$ cat src/rtl/mext_pkg.sv
// Shared types and constants for the M-extension sequencer and its divider core.
package mext_pkg;

    typedef enum logic [2:0] {
        F3_MUL    = 3'b000,
        F3_MULH   = 3'b001,
        F3_MULHSU = 3'b010,
        F3_MULHU  = 3'b011,
        F3_DIV    = 3'b100,
        F3_DIVU   = 3'b101,
        F3_REM    = 3'b110,
        F3_REMU   = 3'b111
    } funct3_e;

    localparam logic [1:0] ST_IDLE = 2'd0;
    localparam logic [1:0] ST_MUL  = 2'd1;
    localparam logic [1:0] ST_DIV  = 2'd2;
    localparam logic [1:0] ST_DONE = 2'd3;

    localparam logic [1:0] MULSEL_MUL    = 2'b00;
    localparam logic [1:0] MULSEL_MULH   = 2'b01;
    localparam logic [1:0] MULSEL_MULHSU = 2'b10;
    localparam logic [1:0] MULSEL_MULHU  = 2'b11;

    localparam int DIV_ITER = 32;

    localparam logic [31:0] DIV0_QUO = 32'hFFFF_FFFF;
    localparam logic [31:0] OVF_QUO  = 32'h8000_0000;
    localparam logic [31:0] OVF_REM  = 32'h0000_0000;
    localparam logic [31:0] INT_MIN  = 32'h8000_0000;
    localparam logic [31:0] NEG_ONE  = 32'hFFFF_FFFF;

    function automatic logic [31:0] cond_neg(input logic [31:0] val, input logic neg);
        cond_neg = neg ? (32'd0 - val) : val;
    endfunction

endpackage

$ cat src/rtl/mext_ctrl_div_iter.sv
// Restoring radix-2 unsigned divider: one quotient bit per cycle after load.
// quotient_o/remainder_o show the result of the step taken on the coming edge.
module div_iter
    import mext_pkg::*;
(
    input  logic        clk_i,
    input  logic        rst_i,
    input  logic        load_i,
    input  logic [31:0] dividend_i,
    input  logic [31:0] divisor_i,
    output logic [31:0] quotient_o,
    output logic [31:0] remainder_o,
    output logic        done_o
);
    localparam int CW = $clog2(DIV_ITER + 1);

    logic [CW-1:0] r_cnt;
    logic [31:0]   r_quo;
    logic [31:0]   r_rem;
    logic [31:0]   r_dvs;
    logic [32:0]   w_shift;
    logic [32:0]   w_diff;
    logic          w_bit;
    logic [31:0]   w_quo_nxt;
    logic [31:0]   w_rem_nxt;

    // One restoring step: shift in the next dividend bit, subtract if it fits.
    always_comb begin
        w_shift   = {r_rem, r_quo[31]};
        w_diff    = w_shift - {1'b0, r_dvs};
        w_bit     = ~w_diff[32];
        w_quo_nxt = {r_quo[30:0], w_bit};
        if (w_bit) begin
            w_rem_nxt = w_diff[31:0];
        end else begin
            w_rem_nxt = w_shift[31:0];
        end
    end

    // Iteration state; the quotient register doubles as the dividend shifter.
    always_ff @(posedge clk_i) begin
        if (rst_i) begin
            r_cnt <= {CW{1'b0}};
            r_quo <= 32'd0;
            r_rem <= 32'd0;
            r_dvs <= 32'd0;
        end else if (load_i) begin
            r_cnt <= CW'(DIV_ITER);
            r_quo <= dividend_i;
            r_rem <= 32'd0;
            r_dvs <= divisor_i;
        end else if (r_cnt != {CW{1'b0}}) begin
            r_cnt <= r_cnt - CW'(1);
            r_quo <= w_quo_nxt;
            r_rem <= w_rem_nxt;
        end
    end

    assign quotient_o  = w_quo_nxt;
    assign remainder_o = w_rem_nxt;
    assign done_o      = (r_cnt == CW'(1));

endmodule

$ cat src/rtl/mext_ctrl.sv
// M-extension sequencer: drives the external multiplier and an iterative divider.
// Define MEXT_DIV_EN to build the divider; otherwise DIV/REM ops return 0 in one cycle.
module mext_ctrl
    import mext_pkg::*;
#(
    parameter int MUL_LAT = 2
) (
    input  logic        clk_i,
    input  logic        rst_i,
    input  logic        start_i,
    input  logic [2:0]  funct3_i,
    input  logic [31:0] a_i,
    input  logic [31:0] b_i,
    input  logic        flush_i,
    input  logic [31:0] mul_res_i,
    output logic [31:0] mul_a_o,
    output logic [31:0] mul_b_o,
    output logic [1:0]  mulsel_o,
    output logic        stall_o,
    output logic        busy_o,
    output logic        valid_o,
    output logic [31:0] res_o
);
    localparam int CNT_W = $clog2(MUL_LAT + 1);

    logic [1:0]       r_state;
    logic [CNT_W-1:0] r_cnt;
    logic [31:0]      r_mul_a;
    logic [31:0]      r_mul_b;
    logic [1:0]       r_mulsel;
    logic [31:0]      r_res;
    logic             r_valid;
    logic             w_idle_like;
    logic             w_accept;

    assign w_idle_like = (r_state == ST_IDLE) || (r_state == ST_DONE);
    assign w_accept    = start_i & w_idle_like & ~flush_i;

`ifdef MEXT_DIV_EN
    logic        w_signed;
    logic        w_a_neg;
    logic        w_b_neg;
    logic        w_b_zero;
    logic        w_ovf;
    logic        w_div_load;
    logic        w_div_done;
    logic [31:0] w_a_mag;
    logic [31:0] w_b_mag;
    logic [31:0] w_special;
    logic [31:0] w_quo;
    logic [31:0] w_rem;
    logic [31:0] w_div_res;
    logic        r_neg_q;
    logic        r_neg_r;
    logic        r_rem_sel;

    // Magnitudes and special-case detection for the op being offered this cycle.
    always_comb begin
        w_signed = ~funct3_i[0];
        w_a_neg  = w_signed & a_i[31];
        w_b_neg  = w_signed & b_i[31];
        w_a_mag  = cond_neg(a_i, w_a_neg);
        w_b_mag  = cond_neg(b_i, w_b_neg);
        w_b_zero = (b_i == 32'd0);
        w_ovf    = w_signed & (a_i == INT_MIN) & (b_i == NEG_ONE);
        if (w_b_zero) begin
            w_special = funct3_i[1] ? a_i : DIV0_QUO;
        end else begin
            w_special = funct3_i[1] ? OVF_REM : OVF_QUO;
        end
        w_div_load = w_accept & funct3_i[2] & ~w_b_zero & ~w_ovf;
    end

    div_iter u_div_iter (
        .clk_i       (clk_i),
        .rst_i       (rst_i),
        .load_i      (w_div_load),
        .dividend_i  (w_a_mag),
        .divisor_i   (w_b_mag),
        .quotient_o  (w_quo),
        .remainder_o (w_rem),
        .done_o      (w_div_done)
    );

    assign w_div_res = r_rem_sel ? cond_neg(w_rem, r_neg_r) : cond_neg(w_quo, r_neg_q);

    // Sign bookkeeping captured at issue, applied when the divider finishes.
    always_ff @(posedge clk_i) begin
        if (rst_i) begin
            r_neg_q   <= 1'b0;
            r_neg_r   <= 1'b0;
            r_rem_sel <= 1'b0;
        end else if (w_div_load) begin
            r_neg_q   <= w_a_neg ^ w_b_neg;
            r_neg_r   <= w_a_neg;
            r_rem_sel <= funct3_i[1];
        end
    end
`endif

    // Sequencer FSM with operand, result and valid registers.
    always_ff @(posedge clk_i) begin
        if (rst_i) begin
            r_state  <= ST_IDLE;
            r_cnt    <= {CNT_W{1'b0}};
            r_mul_a  <= 32'd0;
            r_mul_b  <= 32'd0;
            r_mulsel <= 2'b00;
            r_res    <= 32'd0;
            r_valid  <= 1'b0;
        end else if (flush_i) begin
            r_state <= ST_IDLE;
            r_valid <= 1'b0;
        end else begin
            r_valid <= 1'b0;
            case (r_state)
                ST_IDLE, ST_DONE: begin
                    if (start_i && !funct3_i[2]) begin
                        r_mul_a  <= a_i;
                        r_mul_b  <= b_i;
                        r_mulsel <= funct3_i[1:0];
                        r_cnt    <= CNT_W'(MUL_LAT);
                        r_state  <= ST_MUL;
                    end else if (start_i) begin
`ifdef MEXT_DIV_EN
                        if (w_b_zero || w_ovf) begin
                            r_res   <= w_special;
                            r_valid <= 1'b1;
                            r_state <= ST_DONE;
                        end else begin
                            r_state <= ST_DIV;
                        end
`else
                        r_res   <= 32'd0;
                        r_valid <= 1'b1;
                        r_state <= ST_DONE;
`endif
                    end else begin
                        r_state <= ST_IDLE;
                    end
                end
                ST_MUL: begin
                    if (r_cnt == CNT_W'(1)) begin
                        r_res   <= mul_res_i;
                        r_valid <= 1'b1;
                        r_state <= ST_DONE;
                    end else begin
                        r_cnt <= r_cnt - CNT_W'(1);
                    end
                end
`ifdef MEXT_DIV_EN
                ST_DIV: begin
                    if (w_div_done) begin
                        r_res   <= w_div_res;
                        r_valid <= 1'b1;
                        r_state <= ST_DONE;
                    end
                end
`endif
                default: begin
                    r_state <= ST_IDLE;
                end
            endcase
        end
    end

    assign stall_o  = (r_state == ST_MUL) || (r_state == ST_DIV) || w_accept;
    assign busy_o   = (r_state == ST_MUL) || (r_state == ST_DIV);
    assign valid_o  = r_valid;
    assign res_o    = r_res;
    assign mul_a_o  = r_mul_a;
    assign mul_b_o  = r_mul_b;
    assign mulsel_o = r_mulsel;

endmodule

$ cat config.mk
export PLATFORM = sky130hd
export DESIGN_NAME = mext_ctrl
export DESIGN_NICKNAME = d
export VERILOG_FILES = /design/src/rtl/mext_pkg.sv /design/src/rtl/mext_ctrl_div_iter.sv /design/src/rtl/mext_ctrl.sv
export SDC_FILE = /design/constraint.sdc
export NUM_CORES = 1
export LEC_CHECK = 0
export CAP_MARGIN = 20
export CORE_UTILIZATION = 35
export CTS_BUF_LIST = sky130_fd_sc_hd__clkbuf_8
export DETAILED_ROUTE_END_ITERATION = 8
export PLACE_DENSITY = 0.73
export SYNTH_ARGS = -nofsm -noshare
export SYNTH_HDL_FRONTEND = slang
export SYNTH_SLANG_ARGS = --single-unit
$ cat constraint.sdc
create_clock -name clk_i -period 2.2 [get_ports clk_i]
set_clock_uncertainty 0.05 [all_clocks]
set_input_delay 0.33 -clock clk_i [delete_from_list [all_inputs] [get_ports clk_i]]
set_output_delay 0.33 -clock clk_i [all_outputs]
set_load 0.02 [all_outputs]
==> summary.md, run 1 <==
| Metric | Value |
|---|---|
| CP Data Arrival Time | between 1.5 and 2 ns |
| Crit path time final | roughly 2.1 ns |
| Clk buf depth | 2 |
| Port bufs | 203 |
| Die footprint | ~11,000 um^2 |
| Reg power frac | between 50% and 60% |
| Worst hold slack | 0.304 ns |
| Setup Viol. Count Final | 0 |
| Combinational power share | approximately 15% |
| Final worst setup slack | approximately 0.13 ns |
| Die width | approximately 110 um |
| First-pass GRT wire length | approximately 17,000 um |
| Utilization after layout | 59.2% |
| Synth Warn # | 0 |
| Gate Count Post-Synth | 430 |
| Max FO, Critical Path | 5 |
| Initial antenna violation count | 0 |
| WL final | approximately 11,000 um |
| Vias/cell | 4.78 |
| Diodes inserted | 0 |
| Crit-path leading delay family | buffers and inverters |
| RSZ-0062 raised after global routing | false |
| Area delta synth->final | 62.7% |
| Share of cells above drive strength 1 | roughly 7.5% |
| Clock sinks | around 100 |
| Worst path required time | around 1.8 ns |
| CTS tree | yes |
| Post-Syn Nets | about 540 |
| Critical Path Slowest Stage Cell | dfxtp_1 |
| Gr usage total | 18.7% |
| Layout Nets | 731 |
| HP Class | in2reg |
| Post-route antenna net violation count | 0 |
| Post-CTS Hold Buffers | 0 |
| Initial core utilization | a little over a third |
| Leakage | around 2.2 nW |
| Post-synth EDFFs | 0 |
| Worst-margin pin slew | 0.452 ns |
| Clock share of power | a little under a third |
| Routability Congestion | 0.860 |
| Switching pwr | between 0.0008 and 0.0009 W |
| Mapped Area | roughly 3800 um^2 |
| Die Ht | between 100 and 150 um |
| Mean post-synth cell area | between 8 and 9 um^2 |
| # Post-CTS Setup Buffers | 0 |
| Total power after layout | between 0.003 and 0.004 W |
| Remaining global-route overflow | 0 |
| Hold Fails Final Rpt | 0 |
| Drc violations | 0 |
| CP Capture Type | output pin |
| I/O Pins | around 200 |
| Rel. slew slack | between 60% and 70% |
| Final HPWL DP | 7650 um |
| Clk slew on worst S/H paths | 0.09 ns |
| Pint | around 0.0027 W |
| Drt pass-1 iters | 6 |
| CP Buf/Inv Count | 3 |
| Via count | around 3,700 |
| Vias in the first global route | around 3,500 |
| Switching Fraction | 25.1% |
| Max_cap viols | 0 |
| Critical Path Source | r_state[0]$_SDFFE_PP0P_ |
| Pin count of the biggest net entering global routing | 67 |
| Fin crit share | between 90% and 100% |
| Worst-Skew Late Latency | 0.35 ns |
| Maximum vdd drop | approximately 0.31 mV |
| First DRT Iteration DRCs | ~130 |
| Cell Pwr Density | between 500 and 600 nW/um^2 |
| Dpl ws | 0.0536 ns |
| Max Clk Rate | roughly 0.48 GHz |
| # rows | 37 |
| Main flop type after synthesis | dfxtp_1 |
| Root buffer cell | clkbuf_8 |
| Post-synthesis sequential area ratio | 54.4% |
| Worst path cell trace | inv_1, ha_1, inv_1, a21o_1, dlygate4sd2_1 |
| Core area | ~10,000 um^2 |
| Final setup TNS | 0 ns |
| Htree depth | 3 |
| Flops & latches, synth | between 100 and 150 |
| Synth unique cells | 34 |
| Critical Path Source Type | flip-flop |
| Ys async rst share | 0% |
| Status | completed |
| Cell mode on critical path | inv_1 |
| Crit Path Class | reg2out |
| Worst R2R Start | r_state[0]$_SDFFE_PP0P_ |
| Slowest stage delay, CP | roughly 0.36 ns |
| Routed len/inst | roughly 14 um |
| Max Slew Vio Count | 0 |
| Hold Startpoint | rst_i |
| Clock buffer count from CTS | 9 |
==> power by group through the flow <==
stage               Clock (W)  Combinational, W  Sequential, W
CTS                   0.00117          0.000531        0.00193
global placement            0          0.000526        0.00197
floorplan                   0          0.000163        0.00202
global route          0.00125          0.000568        0.00193
finish                0.00112          0.000528        0.00193
detailed placement          0          0.000530        0.00197
==> placed cells by master (no fill, tap or decap), types with 2 or more instances in the layout <==
cell | Yosys | routed
buf_12 | 0 | 2
clkdlybuf4s50_1 | 0 | 200
dlygate4sd2_1 | 0 | 2
a21oi_1 | 66 | 66
buf_4 | 2 | 11
inv_1 | 20 | 20
clkbuf_8 | 0 | 11
o32ai_2 | 10 | 10
inv_6 | 0 | 2
o32ai_1 | 3 | 3
ha_1 | 3 | 3
nand2_1 | 147 | 147
nor2b_1 | 3 | 3
a211oi_1 | 3 | 3
or3_1 | 2 | 2
a22o_1 | 19 | 19
dfxtp_1 | 103 | 103
a21o_1 | 2 | 2
==> kinds of logic (layout without fill, tap and decap cells) <==
logic type | count (synthesis) | in the layout | synth area share (%)
AND/OR/NAND/NOR | 160 | 160 | 17.4
AO/OA/AOI/OAI | 111 | 111 | 20.9
flip-flops | 103 | 103 | 54.4
buffers and inverters | 52 | 252 | 6.01
adder cells (fa/ha/maj) | 3 | 3 | 0.991
multiplexers | 1 | 1 | 0.264
==> synth_stat cells, drive strengths merged (2+ instances only) <==
| library cell | n | area (um^2) |
|---|---|---|
| nand2 | 147 | 552 |
| dfxtp | 103 | 2060 |
| a21oi | 66 | 330 |
| inv | 20 | 75.1 |
| a22o | 19 | 166 |
| buf | 19 | 104 |
| clkbuf | 13 | 48.8 |
| o32ai | 13 | 189 |
| a211oi | 3 | 22.5 |
| ha | 3 | 37.5 |
| nor2b | 3 | 18.8 |
| a21o | 2 | 15.0 |
| or3 | 2 | 12.5 |
==> metrics by stage <==
stage	area (um^2)	instances
floorplan	3790	430
global placement	5980	750
detailed placement	5980	750
CTS	6160	766
global route	6170	766
finish	6170	766
==> worst paths after layout <==
| path | cells after the start | slack [ns] | endpoint |
|---|---|---|---|
| max | 5 | 0.13 | stall_o |
| min | 2 | 0.30 | mul_a_o[14]$_SDFFE_PP0P_ |
| max reg2reg | 6 | 0.21 | res_o[20]$_SDFFE_PP0P_ |
| min reg2reg | 2 | 0.41 | mul_b_o[26]$_SDFFE_PP0P_ |
==> layer usage <==
| layer | GRT usage, % | vias up | part of all wire [%] |
|---|---|---|---|
| met2 | 33.0 | 133 | 50 |
| li1 | - | 1816 | - |
| met4 | 6.85 | 0 | 1.8 |
| met1 | 21.7 | 1698 | 41 |
| met5 | 0 | - | 0 |
| met3 | 5.15 | 18 | 6.9 |
==> final cells by class <==
| cell class | instances | area [um^2] |
|---|---|---|
| fill | 943 | 4250 |
| clock buffer | 11 | 151 |
| multi-input combinational | 275 | 1520 |
| timing repair buffer | 216 | 2150 |
| sequential | 103 | 2060 |
| clock inverter | 5 | 38.8 |
| tap | 136 | 170 |
| inverter | 20 | 75.1 |
==> worst reg2reg max path: cells and delay by family (launching register included) <==
family | cells | cell delay (ns)
DFF | 1 | 0.36
and+or+nand+nor | 1 | 0.39
adders and majority gates | 1 | 0.36
AOI/OAI and AO/OA | 2 | 0.46
buffers and inverters | 2 | 0.27
==> registers in the layout, indices dropped and copies added (netlist names) <==
register / flops
mul_a_o: 32
mul_b_o: 32
mulsel_o: 2
r_cnt: 2
r_state: 2
res_o: 32
valid_o: 1
==> repair_timing <==
action                     CTS  global route
gates cloned                 0             0
resized for setup            2             1
setup endpoints to repair    2            19
Power figures use the tool's default switching activity.
==> run 2: changes to the inputs <==
==> constraint.sdc (replaced) <==
create_clock -name clk_i -period 2.35 [get_ports clk_i]
set_clock_uncertainty 0.05 [all_clocks]
set_input_delay 0.3525 -clock clk_i [delete_from_list [all_inputs] [get_ports clk_i]]
set_output_delay 0.3525 -clock clk_i [all_outputs]
set_load 0.02 [all_outputs]
==> run 2 against run 1 <==
Worst setup slack improved by 0.080 ns. Highest routed layer unchanged. Hold slack improved by 0.10 ns. Non-clock buffer count fell by 4. Power fell by 2.9%. Sequential share of layout area barely moved. Routed wire length fell by 0.69%. Final area barely moved. Die area did not move. Critical endpoint unchanged. Global-route usage rose by 0.086 points. Count of clock-buffer cells in the layout fell by 1. Utilization barely moved.
==> summary.md, run 2 (synthesized netlist as in run 1, its figures left out) <==
| Metric | Value |
|---|---|
| Core area | 10,400 um^2 (unchanged) |
| Routed len/inst | 13.9 um (about the same) |
| Crit path time final | roughly 2.1 ns |
| HP Class | reg2reg (was in2reg) |
| CP Capture Type | output pin (unchanged) |
| Final HPWL DP | 7630 um (was 7650 um) |
| Drt pass-1 iters | 6 (unchanged) |
| Critical Path Source Type | flip-flop (unchanged) |
| Clk slew on worst S/H paths | 0.10 ns (was 0.09 ns) |
| Pint | 0.00260 W (was 0.00268 W) |
| Layout Nets | 727 (was 731) |
| Maximum vdd drop | 0.370 mV (was 0.313 mV) |
| Via count | 3,642 (was 3,665) |
| Clk buf depth | 2 (unchanged) |
| Combinational power share | 14.2% (was 14.8%) |
| Worst R2R Start | r_state[0]$_SDFFE_PP0P_ (unchanged) |
| # rows | 37 (unchanged) |
| CTS tree | yes (unchanged) |
| Gr usage total | 18.8% (was 18.7%) |
| Worst hold slack | 0.408 ns (was 0.304 ns) |
| Htree depth | 3 (unchanged) |
| WL final | 10,600 um (was 10,700 um) |
| Max Slew Vio Count | 0 (unchanged) |
| Area delta synth->final | 62.7% (about the same) |
| Clock buffer count from CTS | 9 (unchanged) |
| Root buffer cell | clkbuf_8 (unchanged) |
| Max_cap viols | 0 (unchanged) |
| Routability Congestion | 0.825 (was 0.860) |
| Setup Viol. Count Final | 0 (unchanged) |
| Pin count of the biggest net entering global routing | 57 (was 67) |
| Final setup TNS | 0 ns (unchanged) |
| Max Clk Rate | 0.467 GHz |
| Diodes inserted | 0 (unchanged) |
| Clock sinks | 103 (unchanged) |
| Crit Path Class | reg2out (unchanged) |
| Worst-margin pin slew | 0.927 ns (was 0.452 ns) |
| Clock share of power | 33.9% (was 31.4%) |
| CP Data Arrival Time | 1.74 ns (was 1.69 ns) |
| Switching pwr | 0.000879 W (was 0.000897 W) |
| Cell Pwr Density | 564 nW/um^2 (was 580 nW/um^2) |
| Crit path capture | stall_o (unchanged) |
| Hold Fails Final Rpt | 0 (unchanged) |
| Flop-to-flop setup slack | 0.25 ns (was 0.21 ns) |
| Reg power frac | 51.9% (was 53.9%) |
| Die footprint | 11,200 um^2 (unchanged) |
| Critical Path Source | r_state[0]$_SDFFE_PP0P_ (unchanged) |
| Leakage | 2.23 nW (about the same) |
| Switching Fraction | 25.3% (was 25.1%) |
| Post-route antenna net violation count | 0 (unchanged) |
| Drc violations | 0 (unchanged) |
| Die Ht | 106 um (unchanged) |
| Worst reg-to-reg path cell count | 5 (was 6) |
| Remaining global-route overflow | 0 (unchanged) |
| Worst r2r dst | res_o[31]$_SDFFE_PP0P_ (was res_o[20]$_SDFFE_PP0P_) |
| Initial antenna violation count | 0 (unchanged) |
| Vias in the first global route | 3,551 (was 3,544) |
| Worst-Skew Late Latency | 0.35 ns (about the same) |
| Fin crit share | 91.2% |
| Status | completed (unchanged) |
| RSZ-0062 raised after global routing | false (unchanged) |
| Worst path required time | 1.95 ns (was 1.82 ns) |
| First-pass GRT wire length | 17,000 um (was 16,800 um) |
| Vias/cell | 4.78 (about the same) |
| Rel. slew slack | 37.8% (was 69.9%) |
| Post-CTS Hold Buffers | 0 (unchanged) |
| First DRT Iteration DRCs | 166 (was 125) |
| Initial core utilization | 36.4% (unchanged) |
| Max FO, Critical Path | 8 (was 5) |
| I/O Pins | 204 (unchanged) |
| Port bufs | 203 (unchanged) |
| Final worst setup slack | 0.207 ns (was 0.127 ns) |
| Most frequent cells in the layout | clkdlybuf4s50_1 (200), nand2_1 (147), dfxtp_1 (103), a21oi_1 (66), inv_1 (20) (unchanged) |
| # fillers | 906 (was 943) |
| Share of cells above drive strength 1 | 6.87% (was 7.46%) |
| Leading cell type in the layout, fill and taps excluded | clkdlybuf4s50_1 (unchanged) |
| Die width | 106 um (unchanged) |
| Dpl ws | 0.151 ns (was 0.0536 ns) |
## run 2: layout make-up
cell class | instances | area (um^2) | area share [%]
inverters | 20 | 75.1 | 1.22
multi-input cells | 275 | 1520 | 24.7
flip-flops and latches | 103 | 2060 | 33.5
repair buffers | 212 | 2120 | 34.4
clock buffers | 10 | 138 | 2.23
well taps | 136 | 170 | 2.76
clock inverters | 6 | 75.1 | 1.22
## run 2: worst min path at each step
stage | depth (start not counted) | slack [ns] | from | end
floorplan | 2 | 0.40 | r_cnt[0]$_SDFFE_PP0P_ | r_cnt[0]$_SDFFE_PP0P_
global placement | 2 | 0.39 | mul_b_o[25]$_SDFFE_PP0P_ | mul_b_o[25]$_SDFFE_PP0P_
detailed placement | 2 | 0.40 | mul_b_o[14]$_SDFFE_PP0P_ | mul_b_o[14]$_SDFFE_PP0P_
CTS | 2 | 0.41 | mul_b_o[14]$_SDFFE_PP0P_ | mul_b_o[14]$_SDFFE_PP0P_
global route | 2 | 0.43 | mul_b_o[14]$_SDFFE_PP0P_ | mul_b_o[14]$_SDFFE_PP0P_
finish | 2 | 0.41 | mul_b_o[31]$_SDFFE_PP0P_ | mul_b_o[31]$_SDFFE_PP0P_
## run 2: worst max-delay path, stage by stage (launching register included)
cell and delay [ns]:
dfxtp_1 0.36, inv_1 0.05, ha_2 0.40, inv_1 0.10, a21o_1 0.15, dlygate4sd2_1 0.32
## run 2: stage by stage
step           std cells  cell area [um^2]  util [%]  power, W
6_report             762              6160      59.2   0.00348
5_1_grt              762              6160      59.2   0.00363
4_1_cts              762              6160      59.1   0.00353
3_5_place_dp         746              5950      57.1   0.00234
3_3_place_gp         746              5950      57.1   0.00233
2_1_floorplan        430              3790         -   0.00204
## run 2: repair_timing
item | in CTS | in global routing
resized for setup | 2 | 1
cloned | 0 | 0
endpoints found under the setup margin | 2 | 1
pin swaps | 0 | 0
buffers inserted | 0 | 0
## run 2: layer usage
metal,global-route usage [%],up-vias,wire (um)
li1,-,1812,-
met1,22.3,1685,4360
met2,32.6,131,5320
met3,4.78,14,737
met4,7.24,0,191
met5,0,-,0
## run 2: power by group through the flow
stage               Sequential (W)  Clock [W]  Combinational, W
floorplan                  0.00189          0          0.000153
global placement           0.00184          0          0.000491
detailed placement         0.00185          0          0.000496
CTS                        0.00181    0.00122          0.000497
global route               0.00181    0.00128          0.000531
finish                     0.00180    0.00118          0.000493
